## src/rtl/qmult_seq.sv

```systemverilog
// Sequential signed fixed-point multiplier in Q-format.
// Operands are converted to sign + magnitude on acceptance. The magnitude
// product is built with N shift-add steps, one multiplier bit per cycle.
// The product is then scaled, optionally rounded, and range-checked. Finally
// it is either clamped or wrapped to N bits.
module qmult_seq #(
    parameter int Q     = 12,
    parameter int N     = 16,
    parameter int ROUND = 0,
    parameter int SAT   = 1
) (
    input  logic         clk,
    input  logic         rst,
    input  logic         in_valid,
    output logic         in_ready,
    input  logic [N-1:0] a,
    input  logic [N-1:0] b,
    output logic         out_valid,
    input  logic         out_ready,
    output logic [N-1:0] q_result,
    output logic         overflow
);

    localparam int CW = (N > 2) ? $clog2(N) : 1;

    // Largest positive magnitude and largest negative magnitude, held in 2N bits.
    localparam logic [2*N-1:0] LIM_POS = {{(N+1){1'b0}}, {(N-1){1'b1}}};
    localparam logic [2*N-1:0] LIM_NEG = {{N{1'b0}}, 1'b1, {(N-1){1'b0}}};

    typedef enum logic [1:0] {
        IDLE = 2'd0,
        CALC = 2'd1,
        DONE = 2'd2
    } state_t;

    state_t         state_q, state_d;
    logic           sign_q;
    logic [2*N-1:0] mcand_q;
    logic [N-1:0]   mplier_q;
    logic [2*N-1:0] acc_q, acc_d;
    logic [CW-1:0]  cnt_q;
    logic [N-1:0]   q_result_q, q_result_d;
    logic           overflow_q, overflow_d;

    logic           accept;
    logic           last_step;
    logic [N-1:0]   opnd     [2];
    logic [N-1:0]   opnd_mag [2];
    logic [2*N-1:0] round_add;
    logic [2*N-1:0] mag_scaled;
    logic           ovf_now;
    logic [N-1:0]   mag_low;
    logic [N-1:0]   signed_low;

    assign opnd[0] = a;
    assign opnd[1] = b;

    // Magnitude of each operand. The N-bit unsigned result keeps
    // |-2^(N-1)| = 2^(N-1) exactly.
    genvar gi;
    generate
        for (gi = 0; gi < 2; gi++) begin : g_mag
            assign opnd_mag[gi] = opnd[gi][N-1] ? (~opnd[gi] + 1'b1) : opnd[gi];
        end
    endgenerate

    assign accept    = in_valid && in_ready;
    assign last_step = (state_q == CALC) && (cnt_q == CW'(N-1));

    // Next-state logic and the handshake outputs for the three-state controller.
    always_comb begin
        state_d   = state_q;
        in_ready  = 1'b0;
        out_valid = 1'b0;
        case (state_q)
            IDLE: begin
                in_ready = 1'b1;
                if (in_valid) begin
                    state_d = CALC;
                end
            end
            CALC: begin
                if (last_step) begin
                    state_d = DONE;
                end
            end
            DONE: begin
                out_valid = 1'b1;
                in_ready  = out_ready;
                if (out_ready) begin
                    state_d = in_valid ? CALC : IDLE;
                end
            end
            default: begin
                state_d = IDLE;
            end
        endcase
    end

    // State register; reset overrides any accept or retire at the same edge.
    always_ff @(posedge clk) begin
        if (rst) begin
            state_q <= IDLE;
        end else begin
            state_q <= state_d;
        end
    end

    // Round-half-away-from-zero adds the first discarded bit to the magnitude.
    generate
        if (ROUND != 0 && Q > 0) begin : g_round
            assign round_add = {{(2*N-1){1'b0}}, acc_d[Q-1]};
        end else begin : g_trunc
            assign round_add = '0;
        end
    endgenerate

    // One shift-add step, plus scaling and range check of the completed product.
    always_comb begin
        acc_d      = acc_q + (mplier_q[0] ? mcand_q : '0);
        mag_scaled = (acc_d >> Q) + round_add;
        ovf_now    = mag_scaled > (sign_q ? LIM_NEG : LIM_POS);
        mag_low    = mag_scaled[N-1:0];
        signed_low = sign_q ? (~mag_low + 1'b1) : mag_low;
        overflow_d = ovf_now;
    end

    // Clamp to the signed extremes, or keep the wrapped low N bits.
    generate
        if (SAT != 0) begin : g_sat
            always_comb begin
                q_result_d = signed_low;
                if (ovf_now) begin
                    q_result_d = sign_q ? {1'b1, {(N-1){1'b0}}} : {1'b0, {(N-1){1'b1}}};
                end
            end
        end else begin : g_wrap
            always_comb begin
                q_result_d = signed_low;
            end
        end
    endgenerate

    // Datapath: capture operands on accept, step while calculating, and load the result on the last step.
    always_ff @(posedge clk) begin
        if (rst) begin
            sign_q     <= 1'b0;
            mcand_q    <= '0;
            mplier_q   <= '0;
            acc_q      <= '0;
            cnt_q      <= '0;
            q_result_q <= '0;
            overflow_q <= 1'b0;
        end else if (accept) begin
            sign_q   <= a[N-1] ^ b[N-1];
            mcand_q  <= {{N{1'b0}}, opnd_mag[0]};
            mplier_q <= opnd_mag[1];
            acc_q    <= '0;
            cnt_q    <= '0;
        end else if (state_q == CALC) begin
            acc_q    <= acc_d;
            mcand_q  <= mcand_q << 1;
            mplier_q <= mplier_q >> 1;
            cnt_q    <= cnt_q + 1'b1;
            if (last_step) begin
                q_result_q <= q_result_d;
                overflow_q <= overflow_d;
            end
        end
    end

    assign q_result = q_result_q;
    assign overflow = overflow_q;

endmodule

```

## config.mk

```make
export PLATFORM = sky130hd
export DESIGN_NAME = qmult_seq
export DESIGN_NICKNAME = d
export VERILOG_FILES = /design/src/rtl/qmult_seq.sv
export SDC_FILE = /design/constraint.sdc
export NUM_CORES = 1
export LEC_CHECK = 0
export ABC_CLOCK_PERIOD_IN_PS = 6930
export CAP_MARGIN = 10
export CORE_MARGIN = 1.5
export CORE_UTILIZATION = 55
export DETAILED_ROUTE_END_ITERATION = 16
export GPL_ROUTABILITY_DRIVEN = 1
export PLACE_DENSITY = 0.76
export REMOVE_ABC_BUFFERS = 1
export SETUP_SLACK_MARGIN = 0.02
export SYNTH_ARGS = -nofsm -noshare
export SYNTH_HDL_FRONTEND = slang
export SYNTH_SLANG_ARGS = --single-unit
```

## constraint.sdc

```tcl
create_clock -name clk -period 6.93 [get_ports clk]
set_input_delay 2.079 -clock clk [delete_from_list [all_inputs] [get_ports clk]]
set_output_delay 2.079 -clock clk [all_outputs]
set_load 0.02 [all_outputs]
```

---- After elaboration in Yosys (flattened, before gate mapping) ----
Cells that the tools add are included.
W data, S select, Z words.
storage, ports and cells
  flip-flop bits (word level) ............. 104
  bits of input ports ..................... 36
  word-level logic and storage cells ...... 51
operators by class
  add/sub/neg operators ................... 5
  magnitude comparators ................... 1
  eq/ne operators ......................... 6
  multiplexer cells ....................... 18
  bitwise logic cells ..................... 5
  reduce and logical (&&, ||, !) cells .... 7
operators by type and width
  kind                     number
  $mux W16                 10
  $add A16 B1 Y16 const B  3
  $not A16 Y16             3
  $add A32 B32 Y32         1
  $mux W32                 1
  $gt A20 B16 Y1           1
  $mux W2                  3
  $ne A2 B2 Y1 const B     3
  $pmux W2 S3              1
  $reduce_and A3 Y1        2
  $add A4 B1 Y4 const B    1
  $eq A4 B4 Y1 const B     1
  $eq A2 B1 Y1 const B     1
  $eq A2 B2 Y1 const B     1
  $logic_and A1 B1 Y1      2
  $logic_not A2 Y1         1
  $mux W1                  2
  $pmux W1 S2              1
  $reduce_bool A2 Y1       1
  $reduce_or A2 Y1         1
  $not A1 Y1               1
  $xor A1 B1 Y1            1

---- Longest topological paths before layout ----
  word-level depth ........................ 6
  mapped depth ............................ 25
  gate-level depth less buffers ........... 21

---- Worst setup path before layout ----
No wires, ideal clock.
  kind .................................... reg-to-reg
  start point ............................. register mplier_q[0]
  end point ............................... register q_result_q[11] (netlist: q_result[11])
  setup time .............................. 101 ps
  arrival ................................. 4532 ps
  slack ................................... 2297 ps
  stages on the path, launching flop included .. 24
  path buffers ............................ 3
  path through ............................ dfxtp_1 > clkbuf_1 > and2_1 > ha_1 > o211ai_1 > o211ai_1 > a21oi_1 > a211o_1 > a21oi_1 > nor2b_1 > xor2_1 > inv_1 > ha_1 > a21o_1 > a21o_1 > a21oi_1 > nand2_1 > nor3_1 > o32ai_1 > nor4_1 > buf_2 > buf_2 > nor2_1 > o41ai_1
on the way
  elaborated cells between the ends (all ways) .. 7
  those cells by class .................... add/sub: 2; order compare: 1; mux: 3; bitwise: 1
RTL lines
  item                    RTL line  RTL
  start, declared         39        logic [N-1:0] mplier_q;
  start signal, assigned  157       mplier_q <= opnd_mag[1];
  start signal, assigned  163       mplier_q <= mplier_q >> 1;
  $mux W32                120       acc_d = acc_q + (mplier_q[0] ? mcand_q : '0);
  $add A32 B32 Y32        120
  via acc_d[25]           40        logic [2*N-1:0] acc_q, acc_d;
  $gt A20 B16 Y1          122       ovf_now = mag_scaled > (sign_q ? LIM_NEG : LIM_POS);
  $mux W16                133       if (ovf_now) begin
  end signal, assigned    166       q_result_q <= q_result_d;
  end, declared           42        logic [N-1:0] q_result_q, q_result_d;
The timed path passes the listed nets, and every way through them passes these cells.
A chain may end at the register's enable or synchronous reset.

---- Worst setup path after layout ----
  start point ............................. register mplier_q[0]
  end point ............................... register q_result_q[9] (netlist: q_result[9])
The elaborated chain is that of the path after synthesis.

==> report_table.html <==
<table>
<tr><th>Metric</th><th>Value</th></tr>
<tr><th colspan="2">Synthesis</th></tr>
<tr><td>Fraction of synthesized cell area in xor and xnor cells</td><td>under 10%</td></tr>
<tr><td>Fraction of synthesis flops using an asynchronous set or reset pin</td><td>0%</td></tr>
<tr><td>Simple-gate share of the synthesized area</td><td>roughly 24%</td></tr>
<tr><td>Post-synthesis mux area share</td><td>around 1.4%</td></tr>
<tr><td>Post-synth top cells</td><td>sky130_fd_sc_hd__nand2_1, sky130_fd_sc_hd__a21oi_1, sky130_fd_sc_hd__dfxtp_1, sky130_fd_sc_hd__nor2_1, sky130_fd_sc_hd__ha_1</td></tr>
<tr><td>Top flip-flop cell by instance count after synthesis</td><td>sky130_fd_sc_hd__dfxtp_1</td></tr>
<tr><td>Gate count after technology mapping</td><td>about 1.0k</td></tr>
<tr><td>Sequential-to-total area share from yosys stat</td><td>between 20 and 30%</td></tr>
<tr><td>Flip-flop and latch count after synthesis</td><td>104</td></tr>
<tr><td>Number of enable-type register cells in the synthesized netlist</td><td>0</td></tr>
<tr><td>Top-count cell post-synth</td><td>sky130_fd_sc_hd__nand2_1</td></tr>
<tr><td>Post-synth cell types</td><td>between 70 and 80</td></tr>
<tr><td>Per-instance average area after synthesis</td><td>7.38 µm²</td></tr>
<tr><td>Main combinational cell family by area after synthesis</td><td>compound AO/OA/AOI/OAI gates</td></tr>
<tr><td>Area share of fa/ha/maj cells after synthesis</td><td>8.78%</td></tr>
<tr><td>Largest area contributor in the netlist</td><td>sky130_fd_sc_hd__dfxtp_1</td></tr>
<tr><td>Synth area leaders</td><td>sky130_fd_sc_hd__dfxtp_1, sky130_fd_sc_hd__nand2_1, sky130_fd_sc_hd__ha_1, sky130_fd_sc_hd__a21oi_1, sky130_fd_sc_hd__xnor2_1</td></tr>
<tr><td>Synth warn</td><td>0</td></tr>
<tr><td>Area share of the leading cell type in the synthesized netlist</td><td>27.8%</td></tr>
<tr><td>Synthesized area</td><td>around 7500 µm²</td></tr>
<tr><td>Complex-gate fraction of the synthesized area</td><td>between 20 and 30%</td></tr>
<tr><th colspan="2">Routing</th></tr>
<tr><td>Met2 wire length</td><td>around 7.7 mm</td></tr>
<tr><td>Count of antenna-violating nets left after detailed routing</td><td>0</td></tr>
<tr><td>DR iter-0 viols</td><td>~540</td></tr>
<tr><td>DR pass1 iterations</td><td>7</td></tr>
<tr><td>Post-Route WL</td><td>between 15 and 20 mm</td></tr>
<tr><td>Total via count after detailed routing</td><td>approximately 7.2k</td></tr>
<tr><td>Top routing layer in use</td><td>met4</td></tr>
<tr><td>Met3 WL post-DR</td><td>about 1.2 mm</td></tr>
<tr><td>Residual DRC</td><td>0</td></tr>
<tr><td>Met1 wire length</td><td>about 9 mm</td></tr>
<tr><td>Via density per instance</td><td>roughly 5.9</td></tr>
<tr><td>Routed WL per cell</td><td>15.0 µm</td></tr>
<tr><th colspan="2">Floorplan</th></tr>
<tr><td>Starting density of the core</td><td>between 50% and 60%</td></tr>
<tr><td>Row cnt</td><td>42</td></tr>
<tr><td>Chip Height</td><td>about 120 µm</td></tr>
<tr><td>Area of the core region</td><td>13300 µm²</td></tr>
<tr><td>Die Footprint</td><td>approximately 14000 µm²</td></tr>
<tr><td>Total I/O pin count</td><td>55</td></tr>
<tr><td>Die span in x</td><td>approximately 120 µm</td></tr>
<tr><th colspan="2">Placed design</th></tr>
<tr><td>Number of buffers inserted by port buffering</td><td>54</td></tr>
<tr><td>Final weighted congestion in routability-driven placement</td><td>0.908</td></tr>
<tr><td>Post-DP HPWL</td><td>~13 mm</td></tr>
<tr><th colspan="2">Global routing</th></tr>
<tr><td>Via count of the first global-routing pass</td><td>between 6k and 7k</td></tr>
<tr><td>First-pass GRT wire length</td><td>31.5 mm</td></tr>
<tr><td>Initial antenna violation count</td><td>0</td></tr>
<tr><td>Final global-route overflow total</td><td>0</td></tr>
<tr><td>Largest net degree at the start of global routing</td><td>84</td></tr>
<tr><td>Total global routing track utilization</td><td>about a quarter</td></tr>
<tr><th colspan="2">Timing</th></tr>
<tr><td>Final Hold Vio Count</td><td>0</td></tr>
<tr><td>Relative slew slack</td><td>between 20% and 30%</td></tr>
<tr><td>RSZ-0062 raised after global routing</td><td>no</td></tr>
<tr><td>Time the worst path needs with I/O delays and setup</td><td>5.79 ns</td></tr>
<tr><td>Maximum clock frequency</td><td>about 170 MHz</td></tr>
<tr><td>Transition time at the pin with the least slew margin</td><td>between 1 and 1.5 ns</td></tr>
<tr><td>Setup skew after layout</td><td>0.00867 ns</td></tr>
<tr><td>Share of the cycle needed by the critical path after routing</td><td>between 80% and 90%</td></tr>
<tr><td>Pins over their slew limit</td><td>0</td></tr>
<tr><td>Total negative slack</td><td>0 ns</td></tr>
<tr><td>Final setup vio count</td><td>0</td></tr>
<tr><th colspan="2">Critical path</th></tr>
<tr><td>Critical Path, Cell by Cell</td><td>and2_1 &gt; ha_1 &gt; o211ai_1 &gt; o211ai_1 &gt; a21oi_1 &gt; a211o_1 &gt; a21oi_1 &gt; nor2b_1 &gt; xor2_1 &gt; inv_1 &gt; ha_1 &gt; a21o_1 &gt; a21o_1 &gt; a21oi_1 &gt; nand2_1 &gt; nor3_1 &gt; o32ai_1 &gt; nor4_2 &gt; buf_4 &gt; inv_1 &gt; a2111oi_0 &gt; a2111oi_0</td></tr>
<tr><td>Stage delay of the slowest cell on the critical path</td><td>roughly 0.85 ns</td></tr>
<tr><td>Cell at the slowest stage of the critical path</td><td>sky130_fd_sc_hd__dfxtp_1</td></tr>
<tr><td>CP Launch Point</td><td>mplier_q[0]</td></tr>
<tr><td>Crit Reg-Reg Startpoint</td><td>mplier_q[0]</td></tr>
<tr><td>Largest fanout on the critical path</td><td>33</td></tr>
<tr><td>Worst flop-to-flop path endpoint</td><td>q_result[9]</td></tr>
<tr><td>Worst endpoint required time</td><td>7.13 ns</td></tr>
<tr><td>Capturing instance or port of the critical path</td><td>q_result[9]</td></tr>
<tr><td>Arr. time, crit path</td><td>roughly 6.0 ns</td></tr>
<tr><td>Top cell by count, worst path</td><td>sky130_fd_sc_hd__a21oi_1</td></tr>
<tr><td>Class of the most critical setup path</td><td>register to register</td></tr>
<tr><td>Cells on worst reg2reg path</td><td>22</td></tr>
<tr><td>Kind of end point of the critical path</td><td>register</td></tr>
<tr><td>Top cell family by delay on the critical path</td><td>compound AO/OA/AOI/OAI gates</td></tr>
<tr><td>Total buffers and inverters traversed by the critical path</td><td>3</td></tr>
<tr><td>CP Launch Type</td><td>register</td></tr>
<tr><td>Critical path depth in cells</td><td>22</td></tr>
<tr><td>Register-to-register path setup slack</td><td>~1.1 ns</td></tr>
<tr><th colspan="2">Status</th></tr>
<tr><td>Status</td><td>complete, no violations</td></tr>
<tr><th colspan="2">Clock tree</th></tr>
<tr><td>Count of cells resized by post-cts repair</td><td>0</td></tr>
<tr><td>Number of CTS-inserted buffers</td><td>9</td></tr>
<tr><td>TritonCTS clock tree</td><td>done</td></tr>
<tr><td>Deepest level of the CTS H-tree</td><td>3</td></tr>
<tr><td>Maximum buffer depth of the clock tree</td><td>2</td></tr>
<tr><td>Clock Latency Late Sink</td><td>about 0.36 ns</td></tr>
<tr><td>Reg clk slew, reported paths</td><td>roughly 0.080 ns</td></tr>
<tr><td>Number of hold buffers added after cts</td><td>0</td></tr>
<tr><td>Root buffer selected by CTS</td><td>sky130_fd_sc_hd__clkbuf_16</td></tr>
<tr><td>Sink Count</td><td>around 100</td></tr>
<tr><td>Number of setup buffers added after CTS</td><td>0</td></tr>
<tr><th colspan="2">Power and ir drop</th></tr>
<tr><td>Switching power total</td><td>0.377 mW</td></tr>
<tr><td>Clock group share of total power</td><td>between 40% and 50%</td></tr>
<tr><td>Power per standard cell area</td><td>166 nW/µm²</td></tr>
<tr><td>Net Sw Frac</td><td>a little over a quarter</td></tr>
<tr><td>Internal power consumption</td><td>about 1.0 mW</td></tr>
<tr><td>Reg power frac</td><td>between 40% and 50%</td></tr>
<tr><td>Total chip power</td><td>1.40 mW</td></tr>
<tr><td>Comb pwr share</td><td>13.2%</td></tr>
<tr><td>IR drop worst, VDD</td><td>about 140 µV</td></tr>
<tr><td>Leakage power</td><td>about 3.2 nW</td></tr>
<tr><th colspan="2">Job</th></tr>
<tr><td>Max-cap violation count</td><td>0</td></tr>
<tr><th colspan="2">Finish</th></tr>
<tr><td>Number of nets at the end of the flow</td><td>1114</td></tr>
<tr><td>Filler cell count</td><td>1220</td></tr>
<tr><td>Share of cells above drive strength 1</td><td>4.75%</td></tr>
<tr><td>Area grow syn2layout</td><td>12.3%</td></tr>
<tr><td>Antenna diode count</td><td>0</td></tr>
<tr><th colspan="2">Hold path</th></tr>
<tr><td>Worst min path class</td><td>register to register</td></tr>
</table>
[state kept, by name (all words and copies together), names as in the netlist]
register / count
acc_q: 32
overflow: 1
cnt_q: 4
mcand_q: 32
q_result: 16
state_q: 2
sign_q: 1
mplier_q: 16
[final cells by class]
cell class | count | area (µm²) | share of cell area, %
clock buffers | 10 | 239 | 2.84
well taps | 176 | 220 | 2.62
multi-input cells | 822 | 5080 | 60.3
clock inverters | 6 | 97.6 | 1.16
repair buffers | 63 | 603 | 7.17
inverters | 26 | 97.6 | 1.16
flip-flops and latches | 104 | 2080 | 24.7
[worst min path at each step]
| stage | startpoint | cells past startpoint | slack (ns) | end |
|---|---|---|---|---|
| 4_1_cts | mcand_q[31] | 2 | 0.46 | mcand_q[31] |
| 2_1_floorplan | acc_q[11] | 2 | 0.44 | acc_q[11] |
| 3_3_place_gp | q_result[8] | 2 | 0.44 | q_result[8] |
| 3_5_place_dp | q_result[8] | 2 | 0.44 | q_result[8] |
| 5_1_grt | q_result[8] | 2 | 0.47 | q_result[8] |
| 6_report | q_result[8] | 2 | 0.45 | q_result[8] |
[placed cells by master (no fill, tap or decap), types with 5 or more instances in the layout]
cell type	count
sky130_fd_sc_hd__clkbuf_16	9
sky130_fd_sc_hd__buf_4	9
sky130_fd_sc_hd__nand3_1	14
sky130_fd_sc_hd__nor4_1	5
sky130_fd_sc_hd__a22oi_1	14
sky130_fd_sc_hd__inv_1	23
sky130_fd_sc_hd__o31ai_1	11
sky130_fd_sc_hd__xnor2_1	32
sky130_fd_sc_hd__nand2b_1	6
sky130_fd_sc_hd__mux2i_1	8
sky130_fd_sc_hd__a311oi_1	13
sky130_fd_sc_hd__ha_1	51
sky130_fd_sc_hd__nor2_1	73
sky130_fd_sc_hd__xor2_1	16
sky130_fd_sc_hd__nand4_1	13
sky130_fd_sc_hd__a21oi_1	125
sky130_fd_sc_hd__nor3_1	15
sky130_fd_sc_hd__a221oi_1	8
sky130_fd_sc_hd__and2_1	36
sky130_fd_sc_hd__o211ai_1	9
sky130_fd_sc_hd__a21o_1	10
sky130_fd_sc_hd__nand2_1	192
sky130_fd_sc_hd__or4_1	6
sky130_fd_sc_hd__or3_1	12
sky130_fd_sc_hd__o21ai_0	41
sky130_fd_sc_hd__a211oi_1	19
sky130_fd_sc_hd__o41ai_1	9
sky130_fd_sc_hd__dfxtp_1	104
sky130_fd_sc_hd__nor2b_1	5
sky130_fd_sc_hd__o21ai_1	5
sky130_fd_sc_hd__clkdlybuf4s50_1	53
sky130_fd_sc_hd__a211o_1	5
sky130_fd_sc_hd__and3_1	5
[power groups by stage]
stage               logic, mW  clock network, mW  registers [mW]
finish                  0.185              0.582           0.631
global route            0.209              0.611           0.634
CTS                     0.184              0.589           0.631
detailed placement      0.183                  0           0.645
global placement        0.182                  0           0.645
floorplan               0.112                  0           0.643
[stage by stage]
step	setup slack [ns]	cell area, µm²	util [%]	hold WS [ns]	cells
after floorplan	0.243	7240	-	0.436	952
after global routing	0.472	8420	63.3	0.474	1207
after CTS	1.20	8420	63.3	0.457	1207
after detailed placement	1.23	8080	60.8	0.443	1191
after global placement	1.39	8080	60.8	0.436	1191
final	1.14	8420	63.3	0.455	1207
[metal layers]
| layer | vias up | global-route usage [%] |
|---|---|---|
| met5 | - | 0 |
| met4 | 0 | 7.96 |
| met3 | 29 | 4.56 |
| met2 | 222 | 41.7 |
| met1 | 3241 | 37.8 |
| li1 | 3677 | - |
[worst reg2reg max path: cells and delay by family (launching register included)]
| kind | cells | cell delay [ns] |
|---|---|---|
| compound gates | 11 | 2.38 |
| xor+xnor | 1 | 0.34 |
| fa+ha+maj | 2 | 0.61 |
| buf+inv | 3 | 0.63 |
| flops | 1 | 0.85 |
| simple gates | 5 | 0.79 |
[cells by family (layout without fill, tap and decap cells)]
group,count (synthesis),after routing
flops,104,104
compound gates,312,312
fa+ha+maj,52,52
buf+inv,90,105
mux,10,10
xor+xnor,49,49
simple gates,399,399
(Power assumes the default switching activity.)
==> patch (config.mk and constraints unchanged) <==
Set the parameter `ROUND` to 1 (it was 0).
--- a/src/rtl/qmult_seq.sv
+++ b/src/rtl/qmult_seq.sv
@@ -8,3 +8,3 @@
     parameter int N     = 16,
-    parameter int ROUND = 0,
+    parameter int ROUND = 1,
     parameter int SAT   = 1
Formal check against the unedited RTL: no difference found for any inputs over 10 cycles, from zero or initial values and one cycle with rst high; that may be too few to reach the edited logic, so the function may still have changed.
==> patch against the unedited design <==
- final area increased by 10%
- critical path depth increased by 12
- routed wire length increased by 17%
- sequential cell count unchanged
- clock skew increased by 0.67 ps
- global-route usage about the same
- area after synthesis increased by 9.5%
- worst setup slack got worse by 830 ps
- power decreased by 2.0%
- count of clock-buffer cells in the layout decreased by 1
- critical endpoint is now q_result[12]$_SDFFE_PP0P_
- largest cell class unchanged
- largest power group unchanged
- highest routed layer unchanged
==> patch: results (changes against the unedited design) <==
Status:
- The run finished with clean final reports.

Job:
- The reported max-cap violation count was 0 (unchanged).

Min path:
- The tightest min-delay check is of the register to register type.
- The worst hold path begins at q_result[1]$_SDFFE_PP0P_.

Final layout:
- The number of antenna cells inserted came to 0 (unchanged).
- The fraction of final layout cells sized beyond drive strength 1 is 7.76% (+3.0 points).
- The layout filler cell count came to 1,349 (+11%).
- The largest registers in the layout are acc_q (32), mcand_q (32).
- The number of non-filler instances in the completed layout is 1,331 (+10%).
- The number of nets in the layout was 1,232 (+11%).

Global routing:
- The number of global-route vias before repair is 7,203 (+7.9%).
- The number of antenna violations at the first check in global routing is 0 (unchanged).
- The largest net degree at the start of global routing is 82 (-2.4%).
- The first-pass GRT wire length is 35,000 um (+11%).
- The combined global-route utilization of all metal layers is 26.7% (about the same).

CTS:
- CTS placed an instance of sky130_fd_sc_hd__clkbuf_16 at the clock tree root.
- The clock-pin slew on the worst setup and hold paths was 80 ps (about the same).
- The number of CTS-inserted buffers is 9 (unchanged).
- The H-tree depth is 3 (unchanged).
- The maximum buffer depth of the clock tree came to 2 (unchanged).
- The insertion delay of the later-clocked pin in the worst-skew pair came to 360 ps (about the same).

Drt:
- The number of DRC markers in iteration 0 is 637 (+17%).
- The total iterations of the first detailed-routing run is 5 (-2).
- The total routed wirelength came to 21,200 um (+17%).
- The via count of the routed design was 8,120 (+13%).
- The remaining number of nets flagged by the antenna check after routing is 0 (unchanged).

Logic synthesis:
- By area the synthesized netlist is led by sky130_fd_sc_hd__dfxtp_1 25%, sky130_fd_sc_hd__nand2_1 9.7%, sky130_fd_sc_hd__ha_1 8.1%, sky130_fd_sc_hd__a21oi_1 6.5%, sky130_fd_sc_hd__xnor2_1 4.7%.
- The count of yosys warnings during synthesis is 0 (unchanged).
- The mean instance size in the synthesized netlist was 7.34 um2 (-0.51%).
- In the synthesized netlist, the cells that appear most often are 213 x sky130_fd_sc_hd__nand2_1, 107 x sky130_fd_sc_hd__a21oi_1, 104 x sky130_fd_sc_hd__dfxtp_1.
- The post-synthesis sequential area ratio is 25.4% (-2.4 points).
- The fraction of synthesis flops using an asynchronous set or reset pin was 0% (unchanged).
- The number of different library cells in the post-synthesis netlist is 77 (+6.9%).

Power:
- The internal portion of total power is 955 uW (-6.4%).
- The leakage power of the design was 3.51 nW (+8.7%).
- The peak supply drop is 108 uV (-21%).

STA:
- The worst-margin pin slew was 1120 ps (+46.6 ps).
- The worst clock skew on the final layout is 9.34 ps (+0.673 ps).
- The setup total negative slack was 0 ps (unchanged).

Worst setup path:
- The data arrival time of the worst path is 6900 ps (+920 ps).
- The startpoint type of the worst setup path is a register.
- The origin of the critical flop-to-flop path is mcand_q[0]$_SDFFE_PP0P_.
- The slowest cell on the critical path is sky130_fd_sc_hd__or4b_1.
- The worst stage delay on the critical path is 500 ps (-350 ps).
- The maximum fanout along the worst path is 8 (-76%).

Placement:
- The count of buffers from port buffering is 54 (unchanged).
- The placer's final routability congestion estimate is 0.952 (+4.8%).
- The final HPWL from detailed placement is 15,100 um (+16%).
patch: repair_timing:
action                                  CTS  global route
setup buffers                             0            13
pin swaps                                 0             5
gates cloned                              0             2
endpoints found under the setup margin   10            17
gates resized for setup                   1            15
patch: layer usage:
metal | track usage (%) | wire length, um
met4 | 10.2 | 645
met2 | 41.9 | 9330
met1 | 37.3 | 10100
met5 | 0 | 0
met3 | 3.72 | 1060
patch: worst paths after layout:
path	endpoint	cells past startpoint	slack (ps)
max	q_result[12]$_SDFFE_PP0P_	34	310
min	q_result[1]$_SDFFE_PP0P_	2	460
max reg2reg	q_result[12]$_SDFFE_PP0P_	34	310
min reg2reg	q_result[1]$_SDFFE_PP0P_	2	460
patch: area by class of cell:
class	count	area (um2)	area share (%)
inverter	26	97.6	1.05
clock inverter	7	66.3	0.714
multi-input combinational	921	5850	63.0
tap	184	230	2.48
clock buffer	9	225	2.43
timing repair buffer	80	736	7.92
sequential	104	2080	22.4
patch: worst max-delay path: cells and delay by family, from the launching register on:
family          cells  cell delay [ps]
compound gates     11             1740
xor+xnor            2              360
buf+inv             4              600
flops               1              350
fa+ha+maj           4             1080
simple gates       13             2410
patch: kinds of logic (layout without fill, tap and decap cells):
kind of cell	after synthesis	count (layout)	share of synthesized area (%)
flops	104	104	25.4
buf+inv	94	122	4.57
fa+ha+maj	54	54	8.32
xor+xnor	67	67	7.15
mux	7	7	0.899
simple gates	484	485	27.9
compound gates	308	308	25.8
patch: power by group through the flow:
stage	registers, mW	logic [mW]	clock network [mW]
after floorplan	0.645	0.135	0
after global placement	0.646	0.214	0
after detailed placement	0.646	0.216	0
after CTS	0.632	0.216	0.528
after global routing	0.635	0.245	0.546
final	0.632	0.220	0.517
patch: stage by stage:
| stage | worst slack [ps] | area, um2 |
|---|---|---|
| 3_5_place_dp | 74.7 | 8810 |
| 3_3_place_gp | 396 | 8810 |
| 6_report | 311 | 9290 |
| 5_1_grt | -130 | 9290 |
| 2_1_floorplan | -537 | 7930 |
| 4_1_cts | 56.6 | 9100 |
